`src/rtl/icmp_csum_acc.sv`:
```
// icmp_csum_acc: one's-complement checksum accumulator over 32-bit words.
// Ports:
//   clock, actreset : clock, asynchronous active-high reset
//   clear           : restart the sum (combined with add, the word starts a new sum)
//   add             : add both halfwords of word this cycle
//   word            : 32-bit data word
//   sum             : accumulator folded twice to 16 bits
module icmp_csum_acc (
    input  logic        clock,
    input  logic        actreset,
    input  logic        clear,
    input  logic        add,
    input  logic [31:0] word,
    output logic [15:0] sum
);

    logic [19:0] acc;
    logic [19:0] halves;
    logic [16:0] fold1;

    assign halves = {4'd0, word[31:16]} + {4'd0, word[15:0]};

    always_ff @(posedge clock or posedge actreset) begin
        if (actreset)
            acc <= '0;
        else if (clear || add)
            acc <= (clear ? 20'd0 : acc) + (add ? halves : 20'd0);
    end

    // 20 bits hold ten halfwords; two folds bring any such sum into 16 bits.
    assign fold1 = {1'b0, acc[15:0]} + {13'd0, acc[19:16]};
    assign sum   = fold1[15:0] + {15'd0, fold1[16]};

endmodule

```
`config.mk`:
```
export PLATFORM = sky130hd
export DESIGN_NAME = icmp_csum_acc
export DESIGN_NICKNAME = d
export VERILOG_FILES = /design/src/rtl/icmp_csum_acc.sv
export SDC_FILE = /design/constraint.sdc
export NUM_CORES = 1
export LEC_CHECK = 0
export CORE_UTILIZATION = 60
export DETAILED_ROUTE_END_ITERATION = 7
export GPL_TIMING_DRIVEN = 1
export PLACE_DENSITY = 0.87
export SYNTH_ARGS = -nofsm -noshare
export SYNTH_HDL_FRONTEND = slang
export SYNTH_SLANG_ARGS = --single-unit
```
`constraint.sdc`:
```
create_clock -name clock -period 8 [get_ports clock]
set_input_delay 1.2 -clock clock [delete_from_list [all_inputs] [get_ports clock]]
set_output_delay 1.2 -clock clock [all_outputs]
set_load 0.01 [all_outputs]
```
==> results of run 1 <==
[final cells by class]
type	instances	area share [%]
well taps	70	2.29
multi-input cells	381	68.6
inverters	15	1.47
clock buffers	3	1.08
flip-flops and latches	20	13.1
repair buffers	52	13.5
[stage by stage]
step | utilization, % | instances | total power [mW] | setup WS (ns) | hold slack [ns]
after floorplan | - | 434 | 0.567 | 3.67 | 0.460
after global placement | 73.2 | 538 | 0.717 | 3.10 | 0.484
after detailed placement | 73.2 | 538 | 0.736 | 2.94 | 0.528
after CTS | 74.0 | 541 | 0.802 | 2.78 | 0.545
after global routing | 74.0 | 541 | 0.884 | 2.57 | 0.585
final | 74.0 | 541 | 0.808 | 2.80 | 0.551
[cell usage in the layout, fill, tap and decap left out, types with 4 or more instances in the layout]
cell type / n
nand3_1: 14
nor2_1: 45
a31oi_1: 4
inv_1: 15
o21a_1: 10
and2_1: 13
nand4_1: 7
a21o_1: 10
o21ai_0: 28
or3_1: 4
nor2b_1: 21
clkdlybuf4s50_1: 51
ha_1: 39
nand2_1: 36
xor2_1: 16
nor3_1: 8
and3_1: 6
xnor2_1: 29
dfrtp_1: 20
a21oi_1: 41
[per-layer routing]
metal	global-route usage [%]	vias to the layer above	wire [µm]
met2	50.9	110	3760
met5	0	-	0
li1	-	1631	-
met4	11.9	0	149
met1	34.2	1481	3320
met3	2.65	15	246
[final timing paths]
path | to | slack (ns) | depth (start not counted)
worst max-delay path | sum[14] | 2.80 | 13
worst min-delay path | acc[2]$_DFFE_PP0P_ | 0.55 | 2
worst max register to register | acc[18]$_DFFE_PP0P_ | 5.11 | 9
worst min register to register | acc[2]$_DFFE_PP0P_ | 0.55 | 2
max in group asynchronous | acc[10]$_DFFE_PP0P_ | 6.19 | 2
min in group asynchronous | acc[14]$_DFFE_PP0P_ | 1.36 | 2
[tightest hold or removal path, stage by stage, from the launching register on]
cell     delay, ns
dfrtp_1       0.38
nand2_1       0.07
o21ai_0       0.07
[kinds of logic after synthesis]
group	after synthesis
adders and majority gates	42
xor gates and xnor gates	45
muxes	1
buffers and inverters	33
DFF	20
and+or+nand+nor	171
AOI/OAI and AO/OA	122
[power by group through the flow]
stage | sequential (mW) | combinational, mW | clock (mW)
6_report | 0.202 | 0.541 | 0.0643
5_1_grt | 0.210 | 0.606 | 0.0679
4_1_cts | 0.201 | 0.538 | 0.0633
3_5_place_dp | 0.202 | 0.534 | 0
3_3_place_gp | 0.198 | 0.518 | 0
2_1_floorplan | 0.162 | 0.405 | 0
==> qor.txt, run 1 <==
Startpoint Class: register
Starting Density: 62.9%
vias in the first global route: 3088
syn_nets: 512
largest registers: acc x20
Arrival @ worst endpoint: 4.00 ns
final antenna-violating net count: 0
Synth Area in Simple Gates: 26.7%
main combinational cell family by area after synthesis: simple AND/OR/NAND/NOR gates
Multi-input gate area: 0.00263 mm²
internal power: 0.435 mW
hpwl dp: 6090 µm
top cells by count, synth: nor2_1 (45), a21oi_1 (41), ha_1 (39), nand2_1 (36), xnor2_1 (29)
# fillers: 422
most frequent cell after synthesis: nor2_1
Buf+Inv Stages, Crit Path: 1
initial antenna violation count: 0
# DRC: 0
slowest stage cell, crit path: clkdlybuf4s50_1
# rows: 26
Die ar.: 0.00572 mm²
Num CTS Buffers: 3
Antenna Cells: 0
clock power share: 8.0%
Adder-Cell Fraction of Synth Area: 16.8%
min cycle time layout: 5.20 ns
multiplexer share of the synthesized area: 0.346%
area of the mapped netlist: 0.00325 mm²
Core Area: 0.00517 mm²
Seq pwr share: 25.0%
most used cell along the critical path: ha_1
max-cap viol count: 0
Post-synth top flop: dfrtp_1
Register Area: 500 µm²
critical path required time: 6.80 ns
distinct cell type count after synthesis: 53
Top reg by flops: acc
Routed WL: 7480 µm
IO Count: 52
Synth Area in Compound Gates: 24.6%
clk_skew: 0.00148 ns
P&R area growth vs syn: 17.6%
Critical Path, Cell by Cell: ha_1 > fa_1 > a211oi_4 > or2_2 > nor2_1 > and4_1 > ha_1 > ha_1 > and2_1 > o2111a_2 > and4bb_1 > xnor2_1 > clkdlybuf4s50_1
Worst-Margin Slew: 0.789 ns
Critical path origin: acc[16]$_DFFE_PP0P_
post-route cell area: 0.00383 mm²
post-synth top area share: 15.4%
fraction of power spent switching nets: 46.1%
die height: 75.6 µm
Critical Path Max Stage Delay: 0.55 ns
EDFF count, synth: 0
Nets: 551
TNS Setup: 0 ns
Hold Crit Class: reg -> reg
LEAKAGE: 1.61 nW
CTS tree: yes
Seq/Total Area, Yosys: 15.4%
Final Slew Violations: 0
Psw: 0.372 mW
Reg clk slew, reported paths: 0.07 ns
power share of the combinational group: 67.0%
hold path start: acc[2]$_DFFE_PP0P_
cell family with most CP delay: adder cells
Yosys reg bits: 20
Global Route Usage Sum: 28.2%
die width: 75.6 µm
crit end category: primary output
total grt overflow: 0
Placer Congestion: 0.880
setup repair bufs after CTS: 0
Final Cycle Share: 65.0%
number of synthesis warnings: 0
DRT Pass-1 Iters: 4
DP Area: 0.00379 mm²
# setup viols final: 0
post-cts hold buffer count: 0
final hold vios: 0
max FFs per register: 20
ys async rst share: 100%
CP max FO: 6
FF-to-FF Start: acc[0]$_DFFE_PP0P_
first-pass GRT wire length: 12600 µm
Port Buf Inserts: 51
Worst slew margin: 47.2%
# resized after CTS: 0
Via density: 5.98
Power Density: 211 mW/mm²
Crit Path Category: reg -> out
CTS Sinks: 20
Max IR drop VDD: 0.000100 V
CTS Buffer Depth: 2
htree depth: 1
vias after detailed routing: 3237
Wirelength per Cell: 13.8 µm
layout cells sized above 1: 4.25%
pin count of the biggest net entering global routing: 26
post-synth top area cell: dfrtp_1
Worst-Skew Late Latency: 0.26 ns
status: finished clean
Cells after Synth: 434
clock root cell: clkbuf_8
top post-synthesis cells by area: dfrtp_1 (15%), ha_1 (15%), xnor2_1 (7.8%), a21oi_1 (6.3%), nor2_1 (5.2%)
Peak Freq: 192 MHz
DRT iter0 DRCs: 264
RSZ-0062 raised after global routing: false
xor/xnor share of the synthesized area: 12.1%
synthesized area per cell: 7.50 µm²
Power figures use the tool's default switching activity.
==> run 2: changes to the inputs <==
CORE_UTILIZATION = 50   (was 60)
PLACE_DENSITY = 0.77   (was 0.87)
clock period = 4.4 ns   (was 8 ns; I/O delays follow)
==> run 2 against run 1 <==
  * The run now ends with design-rule violations left
  * Wire length decreased by 2.3%
  * Sequential power increased by 84%
  * Final cell count increased by 3.5%
==> qor.txt, run 2 (synthesized netlist as in run 1, its figures left out) <==
status: complete, but fails checks (was finished clean)
failing checks: design-rule violations
initial antenna violation count: 0 (unchanged)
vias after detailed routing: 3116 (was 3237)
final std cells w/o fill: 560 (was 541)
Starting Density: 51.5% (was 62.9%)
critical path required time: 3.74 ns (was 6.80 ns)
Crit Path Category: reg -> out (unchanged)
Wirelength per Cell: 13.0 µm (was 13.8 µm)
crit end category: primary output (unchanged)
largest registers: acc x20 (unchanged)
die width: 82.7 µm (was 75.6 µm)
placed insts: 555 (was 538)
Reg clk slew, reported paths: 0.07 ns (about the same)
cells on worst reg2reg path: 9 (unchanged)
final antenna-violating net count: 0 (unchanged)
P&R area growth vs syn: 21.7% (was 17.6%)
Peak Freq: 235 MHz
post-route cell area: 0.00396 mm² (was 0.00383 mm²)
# setup viols final: 0 (unchanged)
DRT iter0 DRCs: 135 (was 264)
DP Area: 0.00387 mm² (was 0.00379 mm²)
clock root cell: clkbuf_8 (unchanged)
max FFs per register: 20 (unchanged)
cell family with most CP delay: adder cells (unchanged)
leading cell types in the layout, fill and taps excluded: clkdlybuf4s50_1 (46), nor2_1 (45), a21oi_1 (39) (was clkdlybuf4s50_1 (51), nor2_1 (45), a21oi_1 (41))
htree depth: 1 (unchanged)
pin count of the biggest net entering global routing: 24 (was 26)
Core Area: 0.00631 mm² (was 0.00517 mm²)
Num CTS Buffers: 3 (unchanged)
Port Buf Inserts: 51 (unchanged)
DRT Pass-1 Iters: 6 (was 4)
Crit path depth: 13 (unchanged)
layout cells sized above 1: 8.28% (was 4.25%)
CP max FO: 4 (was 6)
Die ar.: 0.00684 mm² (was 0.00572 mm²)
min cycle time layout: 4.26 ns
hpwl dp: 6120 µm (was 6090 µm)
IO Count: 52 (unchanged)
Buf+Inv Stages, Crit Path: 1 (unchanged)
clk_skew: 0.00561 ns (was 0.00148 ns)
Placer Congestion: 0.816 (was 0.880)
Arrival @ worst endpoint: 3.60 ns (was 4.00 ns)
Hold Path Depth: 2 (unchanged)
Top reg by flops: acc (unchanged)
Final Slew Violations: 0 (unchanged)
Critical Path, Cell by Cell: ha_2 > fa_2 > a211oi_4 > or2_2 > nor2_1 > and4_1 > ha_1 > ha_1 > and2_1 > and3_1 > o21ai_0 > xnor2_1 > clkdlybuf4s50_1 (was ha_1 > fa_1 > a211oi_4 > or2_2 > nor2_1 > and4_1 > ha_1 > ha_1 > and2_1 > o2111a_2 > and4bb_1 > xnor2_1 > clkdlybuf4s50_1)
Routed WL: 7310 µm (was 7480 µm)
# DRC: 1 (was 0)
Power Density: 378 mW/mm² (was 211 mW/mm²)
Final Cycle Share: 96.7%
CTS Sinks: 20 (unchanged)
first-pass GRT wire length: 12600 µm (about the same)
most common cell after layout, fill and taps aside: clkdlybuf4s50_1 (unchanged)
fin util: 62.7% (was 74.0%)
vias in the first global route: 2859 (was 3088)
# rows: 29 (was 26)
Nets: 563 (was 551)
total grt overflow: 0 (unchanged)
final hold vios: 0 (unchanged)
Fin Hold WS: 0.514 ns (was 0.551 ns)
CTS Buffer Depth: 2 (unchanged)
Startpoint Class: register (unchanged)
Global Route Usage Sum: 23.5% (was 28.2%)
# fillers: 567 (was 422)
Antenna Cells: 0 (unchanged)
Max IR drop VDD: 0.000265 V (was 0.000100 V)
die height: 82.7 µm (was 75.6 µm)
CTS tree: yes (unchanged)
Worst-Skew Late Latency: 0.25 ns (was 0.26 ns)
LEAKAGE: 1.70 nW (was 1.61 nW)
Hold Crit Class: reg -> reg (unchanged)
Worst slew margin: 44.8% (was 47.2%)
TNS Setup: 0 ns (unchanged)
Critical Path Max Stage Delay: 0.54 ns (was 0.55 ns)
most used cell along the critical path: ha_1 (unchanged)
Via density: 5.56 (was 5.98)
slowest stage cell, crit path: clkdlybuf4s50_1 (unchanged)
Worst-Margin Slew: 0.825 ns (was 0.789 ns)
max-cap viol count: 0 (unchanged)
run 2: metrics by stage:
stage / total power [mW] / setup WS [ns]
2_1_floorplan: 1.03 / 0.610
3_3_place_gp: 1.34 / 0.0506
3_5_place_dp: 1.36 / 0.00941
4_1_cts: 1.49 / 0.00986
5_1_grt: 1.64 / -0.00812
6_report: 1.50 / 0.144
run 2: repair_timing:
| action | CTS | global route |
|---|---|---|
| cloned | 0 | 0 |
| buffers inserted | 2 | 0 |
| resized for setup | 5 | 10 |
| setup endpoints to repair | 5 | 7 |
| pin swaps | 2 | 2 |
| hold buffers | 0 | 0 |
run 2: area by class of cell:
class                           count  area, µm²  share of cell area, %
Multi-Input combinational cell    381       2650                   67.0
Timing Repair Buffer               64        613                   15.5
Sequential cell                    20        500                   12.6
Tap cell                           77       96.3                   2.43
Inverter                           15       56.3                   1.42
Clock buffer                        3       41.3                   1.04
run 2: final timing paths:
kind                                      from             endpoint  slack (ns)
max                        acc[16]$_DFFE_PP0P_               sum[6]        0.14
min                         acc[0]$_DFFE_PP0P_   acc[0]$_DFFE_PP0P_        0.51
max reg2reg                 acc[1]$_DFFE_PP0P_  acc[15]$_DFFE_PP0P_        1.64
min reg2reg                 acc[0]$_DFFE_PP0P_   acc[0]$_DFFE_PP0P_        0.51
max in group asynchronous             actreset   acc[7]$_DFFE_PP0P_        3.12
min in group asynchronous             actreset  acc[17]$_DFFE_PP0P_        0.83
run 2: power breakdown:
group / internal (mW) / total (mW) / switching [mW] / leakage [nW]
clock: 0.0608 / 0.114 / 0.0534 / 0.0216
sequential: 0.250 / 0.371 / 0.120 / 0.247
combinational: 0.504 / 1.01 / 0.508 / 1.43
run 2: per-layer routing:
| metal | GRT usage [%] | wire length [µm] | vias up | share of wire (%) |
|---|---|---|---|---|
| met5 | 0 | 0 | - | 0 |
| met4 | 7.07 | 92 | 0 | 1.3 |
| met3 | 1.54 | 209 | 8 | 2.9 |
| met2 | 40.7 | 3480 | 75 | 48 |
| met1 | 31.2 | 3530 | 1376 | 48 |
| li1 | - | - | 1657 | - |
run 2: tightest hold or removal path: stages, from the launching register on:
cell	delay, ns
dfrtp_1	0.38
nand2_1	0.06
nand2_1	0.05
==> run 3: changes to the inputs <==
CTS_CLUSTER_SIZE = 16   (was default)
==> results of run 3 <==
Same layout as run 2: the final DEF is identical, and so are final timing and power.
==> patch 1 (config.mk and constraints of run 3) <==
Reset style: synchronous (`actreset`), changed in one clocked block. Comments in the files are not updated.
--- a/src/rtl/icmp_csum_acc.sv
+++ b/src/rtl/icmp_csum_acc.sv
@@ -22,3 +22,3 @@
 
-    always_ff @(posedge clock or posedge actreset) begin
+    always_ff @(posedge clock) begin
         if (actreset)
Check against the original RTL: differs if actreset is asserted again (counterexample within 4 cycles, from zero or initial values and one cycle with actreset high); with actreset held inactive, the same outputs for 4 cycles.
==> patch 1 against run 3 <==
Cell area grew 4.8%; maximum frequency shrank 1.7%; wire length grew 15%; sequential cell count is the same; setup slack lost 0.072 ns; critical endpoint is now sum[8]; area after synthesis shrank 3.0%; global-route usage grew 2.5 points.
Power is not compared: it rests on default switching activity, and its combinational part moved more than twofold at a synthesized area within 25%.
==> patch 1: results (changes against run 3) <==
| Metric | Value |
|---|---|
| Status | `finished, final reports clean` |
| Biggest registers after layout | `acc: 20 flops` |
| Skew-Pair Late Insertion Delay | `0.27 ns (+0.02 ns)` |
| Total wire length | `8380 um (+15%)` |
| YS warnings | `0 (unchanged)` |
| Placed insts | `576 (+3.8%)` |
| R2R Path End | `acc[16]` |
| Final #Nets | `588 (+4.4%)` |
| Hpwl dp | `6520 um (+6.5%)` |
| Commonest cells in the netlist | `50 x nand2_1, 39 x ha_1, 33 x a21oi_1, 27 x nor2_1, 25 x xnor2_1` |
| DP Area | `0.00397 mm2 (+2.5%)` |
| Asr flop ratio synth | `0% (-100 points)` |
| Initial detailed-routing violation count | `225 (+67%)` |
| R2r startpoint | `acc[0]` |
| Worst slew pin tran | `0.784 ns (-0.0416 ns)` |
| CP max-delay cell | `clkdlybuf4s50_1` |
| Most area-consuming cells after synthesis | `ha_1 15%, dfxtp_1 13%, xnor2_1 6.9%, nand2_1 5.9%, a21oi_1 5.2%` |
| Fmax | `0.231 GHz (-1.7%)` |
| Tightest Hold Check Type | `flop to flop` |
| Vias post-DR | `3485 (+12%)` |
| DR WL/cell | `14.3 um (+9.9%)` |
| Clock root buffer master | `clkbuf_8` |
| Pre-antenna DRT Iters | `5 (-1)` |
| Main synth FF type | `dfxtp_1` |
| Crit path to | `sum[8]` |
| Largest net degree at the start of global routing | `26 (+8.3%)` |
| Yosys cell types | `61 (+15%)` |
| CTS Buffer Depth | `2 (unchanged)` |
| Vias in the first global route | `3124 (+9.3%)` |
| CP max FO | `5 (+1)` |
| Gr usage total | `26.0% (+2.5 points)` |
| Diode count | `0 (unchanged)` |
| Layout cell share with drive strength beyond 1 | `14.9% (+6.6 points)` |
| First-pass GRT wire length | `13600 um (+8.1%)` |
| Synth Area in Compound Gates | `24.9% (+0.21 points)` |
| Mux contribution to synthesized area | `1.31% (+0.96 points)` |
| P_leak | `1.83 nW` |
| Dpl ws | `-0.353 ns (-0.363 ns)` |
| Post-synthesis adder-cell area fraction | `17.4% (+0.52 points)` |
| Seq/Total Area, Yosys | `12.7% (-2.7 points)` |
| H-tree depth | `1 (unchanged)` |
| DRC | `0 (-1)` |
| Placer Congestion | `0.872 (+6.9%)` |
| Crit path DAT | `3.67 ns (+0.07 ns)` |
| Max VDD drop | `144 uV` |
| Post-Synth XOR/XNOR Area | `10.3% (-1.8 points)` |
| R2r setup slk | `1.67 ns (+0.03 ns)` |
| R2R cell count | `11 (+2)` |
| CTS Buf Count | `3 (unchanged)` |
| Avg Inst Size Synth | `7.29 um2 (-2.8%)` |
| Gr ovfl total | `0 (unchanged)` |
| Worst setup startpoint | `acc[16]` |
| Clock skew | `0.00229 ns (-0.00333 ns)` |
| Syn nets | `511 (-0.20%)` |
patch 1: changes by cell type in the layout (fill, tap and decap cells not counted), moves of 5 or more:
cell	delta
nand2_1	+14
a21oi_1	-10
dfrtp_1	-20
nand3_1	+5
buf_4	+30
dfxtp_1	+19
o21ai_1	+6
nor2_1	-19
nand2b_1	+5
o21ai_0	-11
patch 1: worst min-delay path by stage:
stage             end  depth (start not counted)    from  slack (ns)
2_1_floorplan  acc[0]                          2  acc[0]        0.44
3_3_place_gp   acc[0]                          2  acc[0]        0.46
3_5_place_dp   acc[0]                          2  acc[0]        0.47
4_1_cts        acc[0]                          2  acc[0]        0.48
5_1_grt        acc[3]                          2  acc[3]        0.51
6_report       acc[0]                          2  acc[0]        0.47
patch 1: cell type report:
| type | instances | area, um2 |
|---|---|---|
| fill | 504 | 1840 |
| inverter | 11 | 41.3 |
| clock buffer | 3 | 41.3 |
| multi-input combinational | 380 | 2710 |
| clock inverter | 1 | 30.0 |
| tap | 75 | 93.8 |
| timing repair buffer | 94 | 835 |
| sequential | 20 | 402 |
patch 1: where the power goes:
group	internal, mW	switching (mW)	total (mW)
Clock	0.122	0.0663	0.188
Sequential	0.200	0.0308	0.231
Combinational	0.235	0.217	0.452
patch 1: logic make-up (layout without fill, tap and decap cells):
| kind of cell | Yosys count | in the layout |
|---|---|---|
| multiplexers | 4 | 4 |
| adder cells (fa/ha/maj) | 42 | 42 |
| XOR/XNOR | 37 | 37 |
| AND/OR/NAND/NOR | 177 | 177 |
| buffers and inverters | 33 | 109 |
| AO/OA/AOI/OAI | 120 | 120 |
| flip-flops | 20 | 20 |
patch 1: routing by layer:
metal  wire, um  track usage [%]  vias to the layer above
li1           -                -                     1730
met1       3790             33.5                     1650
met2       4190             45.9                       99
met3        361             3.67                        6
met4         39             4.64                        0
met5          0                0                        -
patch 1: timing repair:
item / 4_1_cts / 5_1_grt
setup buffers: 0 / 4
setup endpoints to repair: 10 / 14
pin swaps: 3 / 8
resized for setup: 13 / 24
patch 1: stage by stage:
stage / TNS [ns] / hold WS [ns]
2_1_floorplan: 0 / 0.445
3_3_place_gp: -1.17 / 0.463
3_5_place_dp: -1.66 / 0.471
4_1_cts: 0 / 0.481
5_1_grt: -0.214 / 0.510
6_report: 0 / 0.474
patch 1: critical path, delay by kind of cell (launching register included):
kind	cells	cell delay (ns)
AOI/OAI and AO/OA	2	0.29
DFF	1	0.39
xor gates and xnor gates	1	0.13
and+or+nand+nor	4	0.90
buffers and inverters	3	0.93
adders and majority gates	4	0.77
==> patch 2 (settings of run 3) <==
Made on the original files. Put a register stage on the output `sum`, cleared by the reset. The value now appears one clock later.
--- a/src/rtl/icmp_csum_acc.sv
+++ b/src/rtl/icmp_csum_acc.sv
@@ -31,3 +31,9 @@
     assign fold1 = {1'b0, acc[15:0]} + {13'd0, acc[19:16]};
-    assign sum   = fold1[15:0] + {15'd0, fold1[16]};
+    always_ff @(posedge clock or posedge actreset) begin
+        if (actreset) begin
+            sum <= '0;
+        end else begin
+            sum <= fold1[15:0] + {15'd0, fold1[16]};
+        end
+    end
 
Formal check against the unedited RTL: not equivalent (a bounded check fails within 4 cycles, from zero or initial values and one cycle with actreset high).
==> patch 2 against run 3 <==
Utilization is 0.29 points higher; maximum frequency is 1.1% higher; area after synthesis grew 18%; wire length up 19%; setup slack better by 0.044 ns; clock power is 87% higher; sequential power up 65%; via count up 16%; total power up 24%; sequential cell count grew 16; register-to-register slack worse by 0.68 ns; cell area rose by 17%; clock skew up 0.0022 ns.
==> patch 2: results (changes against run 3) <==
| Metric | Value |
|---|---|
| Clock skew | `0.00780 ns (+0.00219 ns)` |
| Postcts setup bufs | `0 (-2)` |
| Pre-antenna DRT Iters | `4 (-2)` |
| Status | `finished, final reports clean` |
| Skew-Pair Late Insertion Delay | `0.28 ns (+0.03 ns)` |
| Worst slew pin tran | `0.627 ns (-0.199 ns)` |
| CTS Buf Count | `5 (+2)` |
| YS warnings | `0 (unchanged)` |
| Total wire length | `8700 um (+19%)` |
| Hold depth | `2 (unchanged)` |
| Largest net degree at the start of global routing | `37 (+54%)` |
| Yosys cell types | `54 (+1.9%)` |
| Main synth FF type | `dfrtp_1` |
| R2R cell count | `12 (+3)` |
| First-pass GRT wire length | `14900 um (+18%)` |
| Seq/Total Area, Yosys | `23.5% (+8.1 points)` |
| CTS Buffer Depth | `2 (unchanged)` |
| Clock root buffer master | `clkbuf_8` |
| Worst Hold Slack | `0.521 ns (+0.00656 ns)` |
| Layout cell share with drive strength beyond 1 | `7.95% (-0.33 points)` |
| Biggest registers after layout | `acc: 20 flops, sum: 16 flops` |
| Reg clk slew, reported paths | `0.07 ns (about the same)` |
| Final #Nets | `606 (+7.6%)` |
| Vias in the first global route | `3321 (+16%)` |
| P_leak | `2.02 nW (+19%)` |
| R2r startpoint | `acc[16]` |
| Commonest cells in the netlist | `39 x ha_1, 37 x nand2_1, 36 x dfrtp_1, 35 x a21oi_1, 32 x o21ai_0` |
| HP Start | `acc[11]` |
| Hold Crit Endpoint | `acc[11]` |
| Avg Inst Size Synth | `8.15 um2 (+8.7%)` |
| Hpwl dp | `7010 um (+14%)` |
| Placed insts | `620 (+12%)` |
| Max VDD drop | `146 uV (-45%)` |
| R2R Path End | `sum[9]` |
| Crit path DAT | `4.38 ns (+0.78 ns)` |
| Syn nets | `549 (+7.2%)` |
| Vias post-DR | `3613 (+16%)` |
| Placer Congestion | `0.919 (+13%)` |
| H-tree depth | `2 (+1)` |
| Most area-consuming cells after synthesis | `dfrtp_1 23%, ha_1 13%, xnor2_1 5.2%, a21oi_1 4.6%, o21ai_0 4.2%` |
| Non-filler cells, final | `627 (+12%)` |
| Post-cts sizing count | `0 (-5)` |
| CP max FO | `4 (unchanged)` |
| R2r setup slk | `0.96 ns (-0.68 ns)` |
| Worst setup startpoint | `word[1]` |
| Initial detailed-routing violation count | `208 (+54%)` |
| Critical path class | `input pin to flop` |
| Gr usage total | `23.4% (-0.068 points)` |
patch 2: cell count changes after synthesis, moves of 4 or more:
cell | run 3 | this run
a21o_1 | 10 | 20
and3_1 | 6 | 11
a21oi_1 | 41 | 35
a211oi_1 | 3 | 7
nor3b_1 | 1 | 5
nor3_1 | 8 | 12
nand2b_1 | 3 | 7
xnor2_1 | 29 | 23
and2_1 | 13 | 2
nor2_1 | 45 | 30
o21ai_0 | 28 | 32
o211ai_1 | 1 | 5
dfrtp_1 | 20 | 36
patch 2: layout make-up:
class | count | area, um2
clock buffer | 6 | 72.6
clock inverter | 1 | 5.00
fill | 612 | 2710
inverter | 17 | 63.8
multi-input combinational | 396 | 2790
sequential | 36 | 901
tap | 99 | 124
timing repair buffer | 72 | 668
patch 2: metrics by stage:
stage                     cell area, um2  setup slack (ns)
after global placement              4530          -0.00252
after CTS                           4600             0.186
after detailed placement            4530           -0.0673
after floorplan                     3840             0.570
after global routing                4620           0.00112
final                               4620             0.189
patch 2: layer usage:
layer | wire length (um) | track usage (%) | up-vias
met1 | 3960 | 30.6 | 1653
met2 | 4150 | 39.9 | 101
met4 | 301 | 9.52 | 0
li1 | - | - | 1840
met3 | 287 | 2.10 | 19
met5 | 0 | 0 | -
patch 2: worst max-delay path, cell delays in order:
cell and delay (ns):
clkdlybuf4s50_1 0.43, ha_1 0.30, a21o_1 0.18, a21o_1 0.20
a2111o_1 0.44, a21oi_1 0.21, xor2_1 0.18, nor2_1 0.07
ha_1 0.30, a21o_1 0.18, a21o_1 0.17, a211o_1 0.32
o21ai_0 0.25, buf_4 0.18, a211oi_1 0.06, a211o_1 0.26
patch 2: cells by family after synthesis:
family / Yosys count / synth area share, %
and+or+nand+nor: 170 / 23.4
DFF: 36 / 23.5
xor gates and xnor gates: 36 / 8.21
buffers and inverters: 39 / 4.37
adders and majority gates: 42 / 14.3
muxes: 5 / 1.37
AOI/OAI and AO/OA: 143 / 24.9
patch 2: worst max-delay path by stage:
stage | end | slack, ns | depth (start not counted)
floorplan | acc[18] | 0.57 | 14
global placement | acc[18] | -0.003 | 16
detailed placement | acc[18] | -0.07 | 18
CTS | acc[18] | 0.19 | 18
global route | acc[16] | 0.001 | 16
finish | acc[18] | 0.19 | 16
patch 2: where the power goes:
part / switching, mW / total, mW / leakage, nW / internal [mW]
clock: 0.105 / 0.213 / 0.0410 / 0.107
sequential: 0.143 / 0.612 / 0.450 / 0.469
combinational: 0.517 / 1.03 / 1.53 / 0.516
